## src/rtl/writeback_unit.sv

```systemverilog
// Writeback stage: merges ALU and load results onto the register-file write port,
// buffers colliding loads and tracks pending loads. Define WB_FORWARD_EN to bypass operands.
module writeback_unit #(
   parameter int DEPTH      = 2,
   parameter int STARVE_MAX = 4
) (
   input  logic        clk,
   input  logic        rst,
   input  logic        alu_valid,
   input  logic [4:0]  alu_rd,
   input  logic [31:0] alu_data,
   output logic        alu_stall,
   input  logic        ld_valid,
   output logic        ld_ready,
   input  logic [4:0]  ld_rd,
   input  logic [31:0] ld_data,
   input  logic        pend_set,
   input  logic [4:0]  pend_rd,
   output logic [31:0] busy_mask,
   output logic [4:0]  rf_rw,
   output logic [31:0] rf_bus_w,
   output logic        rf_we,
   input  logic [4:0]  ra,
   input  logic [4:0]  rb,
   input  logic [31:0] rf_bus_a,
   input  logic [31:0] rf_bus_b,
   output logic [31:0] opnd_a,
   output logic [31:0] opnd_b
);
   localparam int AW = $clog2(DEPTH);
   localparam int CW = $clog2(DEPTH + 1);
   localparam int SW = $clog2(STARVE_MAX + 1);

   typedef struct packed {
      logic [4:0]  rd;
      logic [31:0] data;
   } wb_entry_t;

   typedef enum logic [1:0] {SRC_NONE, SRC_ALU, SRC_BUF, SRC_LD} src_e;

   wb_entry_t     buf_q [DEPTH];
   logic [AW-1:0] wr_ptr, rd_ptr;
   logic [CW-1:0] count, count_nxt;
   logic [SW-1:0] starve, starve_nxt;
   logic          rf_ld;
   src_e          src;
   wb_entry_t     commit;
   logic          buf_empty, ld_acc, push, pop, stall_nxt, we_nxt;
   logic [31:0]   busy_nxt;

   always_comb begin
      buf_empty = (count == '0);
      ld_acc    = ld_valid & ld_ready;
      src       = SRC_NONE;
      if (alu_stall && !buf_empty)      src = SRC_BUF;
      else if (alu_valid && !alu_stall) src = SRC_ALU;
      else if (!buf_empty)              src = SRC_BUF;
      else if (ld_acc)                  src = SRC_LD;
      pop  = (src == SRC_BUF);
      // a load that does not go straight to the port must queue behind the winner
      push = ld_acc && (src != SRC_LD);
      case (src)
         SRC_ALU: commit = '{rd: alu_rd, data: alu_data};
         SRC_BUF: commit = buf_q[rd_ptr];
         SRC_LD:  commit = '{rd: ld_rd, data: ld_data};
         default: commit = '0;
      endcase
      we_nxt    = (src != SRC_NONE) && (commit.rd != 5'd0);
      count_nxt = count + CW'(push) - CW'(pop);
      if (buf_empty || pop)     starve_nxt = '0;
      else if (src == SRC_ALU)  starve_nxt = starve + SW'(1);
      else                      starve_nxt = starve;
      stall_nxt = (starve_nxt >= SW'(STARVE_MAX));
      // clear follows the port write by a cycle so the RF has absorbed the data
      busy_nxt = busy_mask;
      if (rf_we && rf_ld) busy_nxt[rf_rw] = 1'b0;
      if (pend_set)       busy_nxt[pend_rd] = 1'b1;
      busy_nxt[0] = 1'b0;
   end

   always_ff @(posedge clk) begin
      if (push) buf_q[wr_ptr] <= '{rd: ld_rd, data: ld_data};
   end

   always_ff @(posedge clk) begin
      if (!rst) begin
         wr_ptr    <= '0;
         rd_ptr    <= '0;
         count     <= '0;
         starve    <= '0;
         alu_stall <= 1'b0;
         ld_ready  <= 1'b0;
         busy_mask <= '0;
         rf_we     <= 1'b0;
         rf_rw     <= '0;
         rf_bus_w  <= '0;
         rf_ld     <= 1'b0;
      end else begin
         if (push) wr_ptr <= wr_ptr + AW'(1);
         if (pop)  rd_ptr <= rd_ptr + AW'(1);
         count     <= count_nxt;
         starve    <= starve_nxt;
         alu_stall <= stall_nxt;
         ld_ready  <= (count_nxt < CW'(DEPTH));
         busy_mask <= busy_nxt;
         rf_we     <= we_nxt;
         rf_ld     <= (src == SRC_BUF) || (src == SRC_LD);
         if (we_nxt) begin
            rf_rw    <= commit.rd;
            rf_bus_w <= commit.data;
         end
      end
   end

`ifdef WB_FORWARD_EN
   assign opnd_a = (rf_we && (rf_rw == ra) && (ra != 5'd0)) ? rf_bus_w : rf_bus_a;
   assign opnd_b = (rf_we && (rf_rw == rb) && (rb != 5'd0)) ? rf_bus_w : rf_bus_b;
`else
   logic unused_rd_addr;
   assign unused_rd_addr = ^{ra, rb};
   assign opnd_a = rf_bus_a;
   assign opnd_b = rf_bus_b;
`endif

endmodule

```

## config.mk

```make
export PLATFORM = sky130hd
export DESIGN_NAME = writeback_unit
export DESIGN_NICKNAME = d
export VERILOG_FILES = /design/src/rtl/writeback_unit.sv
export SDC_FILE = /design/constraint.sdc
export NUM_CORES = 1
export LEC_CHECK = 0
export ABC_AREA = 1
export BUFFER_PORTS_ARGS = -buffer_cell sky130_fd_sc_hd__clkbuf_2
export CORE_MARGIN = 3
export CORE_UTILIZATION = 45
export DETAILED_ROUTE_END_ITERATION = 10
export PLACE_DENSITY = 0.84
export SKIP_CTS_REPAIR_TIMING = 1
export SLEW_MARGIN = 20
export SYNTH_ARGS = -nofsm -noshare
export SYNTH_HDL_FRONTEND = slang
export SYNTH_SLANG_ARGS = --single-unit
```

## constraint.sdc

```tcl
create_clock -name clk -period 4.9 [get_ports clk]
set_input_delay 0.49 -clock clk [delete_from_list [all_inputs] [get_ports clk]]
set_output_delay 0.49 -clock clk [all_outputs]
set_load 0.05 [all_outputs]
```

==> impl_metrics.env, run 1 <==
export IMPL_cts_buffers=17
export IMPL_drt_initial_drc_count=357
export IMPL_htreeDepth=4
export IMPL_peakVddDrop_v=0.0002410
export IMPL_via_per_inst=5.042
export IMPL_port_buffers=154
export IMPL_power_density_nw_per_um2=497.5
export IMPL_routabilityCongestion=0.8671
export IMPL_wl_um=18010
export IMPL_post_drt_wl_per_cell_um=15.74
export IMPL_cpMostUsedCell="nor2_4"
export IMPL_initial_core_util_pct=46.53
export IMPL_r2r_cells=11
export IMPL_antenna_cells=0
export IMPL_core_area_um2=15430
export IMPL_worst_slew_pin_slew_ns=1.034
export IMPL_die_area_um2=17500
export IMPL_post_route_util_pct=53.15
export IMPL_postRouteAntennaNets=0
export IMPL_maxSlewViolCount=0
export IMPL_fmax_ghz=0.3453
export IMPL_path_clk_slew_ns=0.06
export IMPL_dp_cells=1111
export IMPL_die_h_um=132.3
export IMPL_worst_path_max_fanout=39
export IMPL_finalHoldViolations=0
export IMPL_startpoint_type="register"
export IMPL_dieWidth_um=132.3
export IMPL_io_pins=294
export IMPL_syn_inst=843
export IMPL_synth_area_um2=7178
export IMPL_crit_required_ns=5.25
export IMPL_clock_sinks=153
export IMPL_cap_violations=0
export IMPL_grt_usage_pct=20.25
export IMPL_setup_tns_ns=0
export IMPL_slew_headroom_pct=30.51
export IMPL_status="finished, final reports clean"
export IMPL_via_count=5768
export IMPL_grt_overflow=0
export IMPL_rsz0062_at_grt="false"
export IMPL_fin_crit_sh_pct=59.10
export IMPL_rows=45
export IMPL_synth_cell_types=29
export IMPL_layout_drive_gt1_share_pct=23.04
export IMPL_power_leakage_nw=3.539
export IMPL_period_needed_ns=2.896
export IMPL_drc=0
export IMPL_slowest_delay_ns=0.73
export IMPL_drtPass1Iterations=5
export IMPL_stdcell_count=1144
export IMPL_crit_chain="nor2_4 > buf_4 > nor2_4 > buf_16 > nand2_1 > nand2_1 > nor2_2 > nand3_2 > nor2_4 > nor2_1 > nor2_1"
export IMPL_syn_avg_cell_area_um2=8.515
export IMPL_grt_max_degree=42
export IMPL_synth_fp_nets=1004
export IMPL_grt_pass1_vias=5451
export IMPL_worstSkewPairLatency_ns=0.42
export IMPL_antenna_found_initial=0
export IMPL_setup_viol=0
export IMPL_hp_class="in2reg"
export IMPL_cts_tree="done"
export IMPL_crit_type="reg2reg"
export IMPL_worstSetupEndpointType="register"
export IMPL_fin_skew_ns=0.008973
export IMPL_hpwl_um=11870
export IMPL_cts_root_buf="clkbuf_16"
export IMPL_cp_arrival_ns=3.25
export IMPL_holdPathStages=1
export IMPL_syn_to_final_growth_pct=14.24
export IMPL_cp_slowest_cell="nor2_4"
export IMPL_synth_seq_area_share_pct=52.99
export IMPL_grt_pass1_wl_um=28120
export IMPL_yosys_warnings=0
export IMPL_synth_seq_cells=153
export IMPL_clockBufferDepth=2
export IMPL_nNetsFinal=1081
==> per-layer routing <==
metal	global-route usage [%]	share of wire [%]
met1	24.12	40
met2	33.67	48
met3	5.115	8.0
met4	11.03	4.0
met5	0	0
==> power breakdown <==
group | internal, W | total [W] | switching, W
Combinational | 0.000290 | 0.00112 | 0.000829
Sequential | 0.00152 | 0.00163 | 0.000107
Clock | 0.000816 | 0.00133 | 0.000514
Total | 0.00263 | 0.00408 | 0.00145
==> path summary, 6_finish.rpt <==
kind | start | endpoint | slack, ns
hold / removal | ld_data[8] | buf_q[1][8]$_DFFE_PP_ | 0.27
setup reg to reg | alu_stall$_SDFF_PN0_ | rf_bus_w[4]$_SDFFE_PN0P_ | 2.00
hold reg to reg | starve[0]$_SDFF_PN0_ | starve[0]$_SDFF_PN0_ | 0.44
setup / recovery | alu_stall$_SDFF_PN0_ | rf_bus_w[4]$_SDFFE_PN0P_ | 2.00
==> state kept, by name, summed over array words and instances (netlist names), named ones only <==
| name | cells |
|---|---|
| alu_stall | 1 |
| buf_q | 74 |
| busy_mask | 31 |
| count | 2 |
| ld_ready | 1 |
| rd_ptr | 1 |
| rf_bus_w | 32 |
| rf_ld | 1 |
| rf_rw | 5 |
| rf_we | 1 |
| starve | 2 |
| wr_ptr | 1 |
==> cell usage in the layout (no fill, tap or decap) <==
master        n
nand3_1      76
xnor2_1       1
edfxtp_1     74
o21ai_0      38
nand2_2       4
clkbuf_16    17
nand2_1     183
inv_1        96
conb_1        1
clkbuf_1      3
bufinv_16     3
nand3_2       5
nor2_1       83
dfxtp_2       1
buf_4         4
clkinv_4      2
nor2_2        3
buf_16        1
a21oi_2       2
ha_1          3
clkbuf_2    154
dfxtp_1      78
nor2_4        7
inv_6         1
a21oi_1      35
nor3_1       12
inv_2         4
o211ai_1     32
a21boi_0      1
clkinvlp_4    3
nor2_8        1
clkinv_2      2
a211oi_1      1
clkbuf_8      1
xor2_1        1
==> cells by family after synthesis <==
logic type,share of synthesized area [%]
XOR/XNOR,0.2441
buffers and inverters,14.78
AND/OR/NAND/NOR,22.52
adder cells (fa/ha/maj),0.5230
AO/OA/AOI/OAI,8.890
other,0.05224
flip-flops,52.99
==> synth_stat cells (all sizes together) <==
library cell    n  share of area, %
buf            88               8.9
a211oi          1              0.10
o21ai          38               2.6
a21boi          1              0.10
edfxtp         74                31
nor3           12              0.84
nand2         187               9.9
xnor2           1              0.12
a21oi          37               2.7
inv           100               5.2
dfxtp          79                22
xor2            1              0.12
conb            1             0.052
clkbuf         13              0.68
ha              3              0.52
nor2           94               5.8
o211ai         32               3.3
nand3          81               6.0
==> metrics by stage <==
step	worst slack [ns]	area [µm²]	hold WS [ns]	total power, W
6_report	2.004	8200	0.2700	0.004080
2_1_floorplan	1.816	7178	0.3990	0.002635
3_3_place_gp	1.704	7574	0.4070	0.002727
3_5_place_dp	1.815	7574	0.4295	0.002760
5_1_grt	1.721	8200	0.2556	0.004267
4_1_cts	2.058	8173	0.2515	0.004088
==> area by class of cell <==
type	count	area [µm²]
fillers	1410	7227
flip-flops and latches	153	3805
multi-input cells	489	2328
repair buffers	159	828.3
clock buffers	21	450.4
inverters	100	375.4
well taps	211	264.0
clock inverters	11	148.9
==> critical path: cells and delay by family, from the launching register on <==
kind          cells  cell delay [ns]
buf+inv           2             0.66
simple gates      9             1.81
flops             1             0.34
Note: power is estimated with default switching activity, not from simulation.
==> inputs of run 2 (changes only) <==
--- a/config.mk
+++ b/config.mk
@@ -5,12 +5,12 @@
 export SDC_FILE = /design/constraint.sdc
 export NUM_CORES = 1
 export LEC_CHECK = 0
-export ABC_AREA = 1
+export ABC_AREA = 0
 export BUFFER_PORTS_ARGS = -buffer_cell sky130_fd_sc_hd__clkbuf_2
 export CORE_MARGIN = 3
-export CORE_UTILIZATION = 45
+export CORE_UTILIZATION = 44
 export DETAILED_ROUTE_END_ITERATION = 10
-export PLACE_DENSITY = 0.84
+export PLACE_DENSITY = 0.86
 export SKIP_CTS_REPAIR_TIMING = 1
 export SLEW_MARGIN = 20
 export SYNTH_ARGS = -nofsm -noshare
==> constraint.sdc (replaced) <==
create_clock -name clk -period 2.55 [get_ports clk]
set_input_delay 0.255 -clock clk [delete_from_list [all_inputs] [get_ports clk]]
set_output_delay 0.255 -clock clk [all_outputs]
set_load 0.05 [all_outputs]
==> run 2 against run 1 <==
- critical path depth shrank 3
- total power grew 76%
- sequential share of layout area grew 0.39 points
==> impl_metrics.env, run 2 <==
export IMPL_status="finished, final reports clean"
export IMPL_largest_register="buf_q"
export IMPL_met1Wirelength_um=6696
export IMPL_routabilityCongestion=0.8399
export IMPL_met3_length_um=1032
export IMPL_grt_pass1_wl_um=25930
export IMPL_initial_core_util_pct=45.62
export IMPL_stdcell_count=918
export IMPL_async_reset_ff_share_pct=0
export IMPL_setup_tns_ns=0
export IMPL_synth_seq_cells=153
export IMPL_grt_usage_pct=18.55
export IMPL_cap_violations=0
export IMPL_antenna_found_initial=1
export IMPL_crit_type="reg2reg"
export IMPL_syn_inst=608
export IMPL_path_clk_slew_ns=0.06
export IMPL_cts_root_buf="clkbuf_16"
export IMPL_worst_path_max_fanout=30
export IMPL_maxSlewViolCount=0
export IMPL_ys_flop_type="dfxtp_1"
export IMPL_synthAdderAreaFrac_pct=0.5353
export IMPL_grt_max_degree=58
export IMPL_synth_compound_area_share_pct=15.38
export IMPL_fmax_ghz=0.4377
export IMPL_setup_worst_path_end="rf_bus_w[4]$_SDFFE_PN0P_"
export IMPL_yosys_warnings=0
export IMPL_critPathLaunch="count[1]$_SDFF_PN0_"
export IMPL_top_layer="met4"
export IMPL_finalHoldViolations=0
export IMPL_clockBufferDepth=2
export IMPL_yosysTopAreaCell="edfxtp_1"
export IMPL_synth_fp_nets=769
export IMPL_core_area_um2=15370
export IMPL_rows=45
export IMPL_slew_headroom_pct=56.06
export IMPL_grt_overflow=0
export IMPL_r2r_start="count[1]$_SDFF_PN0_"
export IMPL_worst_slew_pin_slew_ns=0.6567
export IMPL_synth_area_um2=7012
export IMPL_r2r_end="rf_bus_w[4]$_SDFFE_PN0P_"
export IMPL_period_needed_ns=2.285
export IMPL_post_drt_wl_per_cell_um=17.73
export IMPL_nNetsFinal=854
export IMPL_synth_commonest_cells="79 x dfxtp_1, 74 x edfxtp_1, 71 x nand2_1"
export IMPL_die_area_um2=17490
export IMPL_via_count=5021
export IMPL_r2r_slack_ns=0.27
export IMPL_synth_seq_area_share_pct=54.25
export IMPL_final_cell_mix="153 x clkbuf_2, 78 x dfxtp_1, 74 x edfxtp_1"
export IMPL_crit_required_ns=2.89
export IMPL_synth_area_leaders="edfxtp_1 32%, dfxtp_1 23%, buf_4 7.0%"
export IMPL_synth_top_cell_area_share_pct=31.69
export IMPL_setup_viol=0
export IMPL_postRouteAntennaNets=0
export IMPL_startpoint_type="register"
export IMPL_synth_simple_area_share_pct=9.136
export IMPL_drc=0
export IMPL_io_pins=294
export IMPL_power_leakage_nw=3.279
export IMPL_worstSkewPairLatency_ns=0.42
export IMPL_wl_met2_um=8133
export IMPL_drt_initial_drc_count=313
export IMPL_port_buffers=154
export IMPL_die_h_um=132.2
export IMPL_fin_skew_ns=0.01460
export IMPL_drtPass1Iterations=4
export IMPL_syn_avg_cell_area_um2=11.53
export IMPL_fin_crit_sh_pct=89.59
export IMPL_synth_xor_area_share_pct=0.3747
export IMPL_power_density_nw_per_um2=882.7
export IMPL_cts_buffers=17
export IMPL_dp_cells=885
export IMPL_peakVddDrop_v=0.0005546
export IMPL_synthMuxAreaShare_pct=10.49
export IMPL_grt_pass1_vias=5012
export IMPL_layout_drive_gt1_share_pct=34.42
export IMPL_largest_reg_flops=74
export IMPL_synth_cell_types=47
export IMPL_dieWidth_um=132.2
export IMPL_hpwl_um=11080
export IMPL_r2r_cells=8
export IMPL_synth_top_family_by_area="compound AO/OA/AOI/OAI gates"
export IMPL_final_common_cell="clkbuf_2"
export IMPL_htreeDepth=4
export IMPL_worstSetupEndpointType="register"
export IMPL_via_per_inst=5.469
export IMPL_clock_sinks=153
export IMPL_cts_tree="done"
export IMPL_rsz0062_at_grt="false"
export IMPL_wl_um=16280
export IMPL_cp_arrival_ns=2.63
export IMPL_top_regs="buf_q x74, rf_bus_w x32, busy_mask x31"
export IMPL_syn_to_final_growth_pct=15.99
export IMPL_synth_edf_count=74
export IMPL_hp_class="in2reg"
export IMPL_synth_most_common_cell="dfxtp_1"
[run 2: changes by cell type in the layout (fill, tap and decap cells not counted), sizes merged, moves of 35 or more]
cell,delta
mux2,+36
nand3,-77
nand2,-116
inv,-96
a21oi,-36
nor2,-81
a21boi,+35
[run 2: critical path: stages, from the launching register on]
cell and delay, ns:
dfxtp_1 0.35, or2_1 0.29, buf_4 0.27, nor4b_1 0.37, a221oi_1 0.09, buf_4 0.18, nand3_4 0.08, buf_4 0.31
mux2i_1 0.25
[run 2: cells by family (layout without fill, tap and decap cells)]
logic type	Yosys count	after routing
buffers and inverters	109	207
flip-flops	153	153
adder cells (fa/ha/maj)	3	3
XOR/XNOR	3	3
multiplexers	69	69
other	1	2
AND/OR/NAND/NOR	130	130
AO/OA/AOI/OAI	140	140
[run 2: how the worst min path moves through the flow]
stage	start	end	slack, ns	cells past startpoint
final	ld_data[8]	buf_q[1][8]$_DFFE_PP_	0.04	1
after floorplan	ld_data[0]	buf_q[0][0]$_DFFE_PP_	0.35	0
after global routing	ld_data[3]	buf_q[0][3]$_DFFE_PP_	0.02	1
after global placement	starve[0]$_SDFF_PN0_	starve[0]$_SDFF_PN0_	0.41	1
after CTS	ld_data[8]	buf_q[1][8]$_DFFE_PP_	0.02	1
after detailed placement	starve[0]$_SDFF_PN0_	starve[0]$_SDFF_PN0_	0.43	1
[run 2: per-stage QoR]
stage                     setup slack, ns  cell area, µm²  hold WS [ns]  power [W]  utilization, %
after floorplan                   0.08944            7017        0.3539   0.004589               -
after global placement             0.3224            7566        0.4098   0.004784           49.22
after detailed placement           0.2916            7566        0.4339   0.004824           49.22
after CTS                          0.2720            8130       0.01903   0.007232           52.89
after global routing               0.1256            8133       0.01841   0.007506           52.91
final                              0.2655            8133       0.03800   0.007179           52.91
[run 2: routing by layer]
| layer | GRT usage (%) | up-vias |
|---|---|---|
| met1 | 22.42 | 2443 |
| met4 | 8.256 | 0 |
| met3 | 5.344 | 41 |
| met5 | 0 | - |
| met2 | 30.87 | 183 |
| li1 | - | 2354 |
[run 2: area by class of cell]
class	count	area (µm²)
fillers	1324	7238
flip-flops and latches	153	3805
multi-input cells	346	2556
repair buffers	171	925.9
clock buffers	21	440.4
well taps	211	264.0
clock inverters	11	123.9
inverters	4	15.01
diodes	1	2.502
[run 2: power breakdown]
| group | internal, W | switching (W) | total, W |
|---|---|---|---|
| Combinational | 0.000666 | 0.00115 | 0.00181 |
| Sequential | 0.00283 | 0.000127 | 0.00296 |
| Clock | 0.00144 | 0.000968 | 0.00241 |
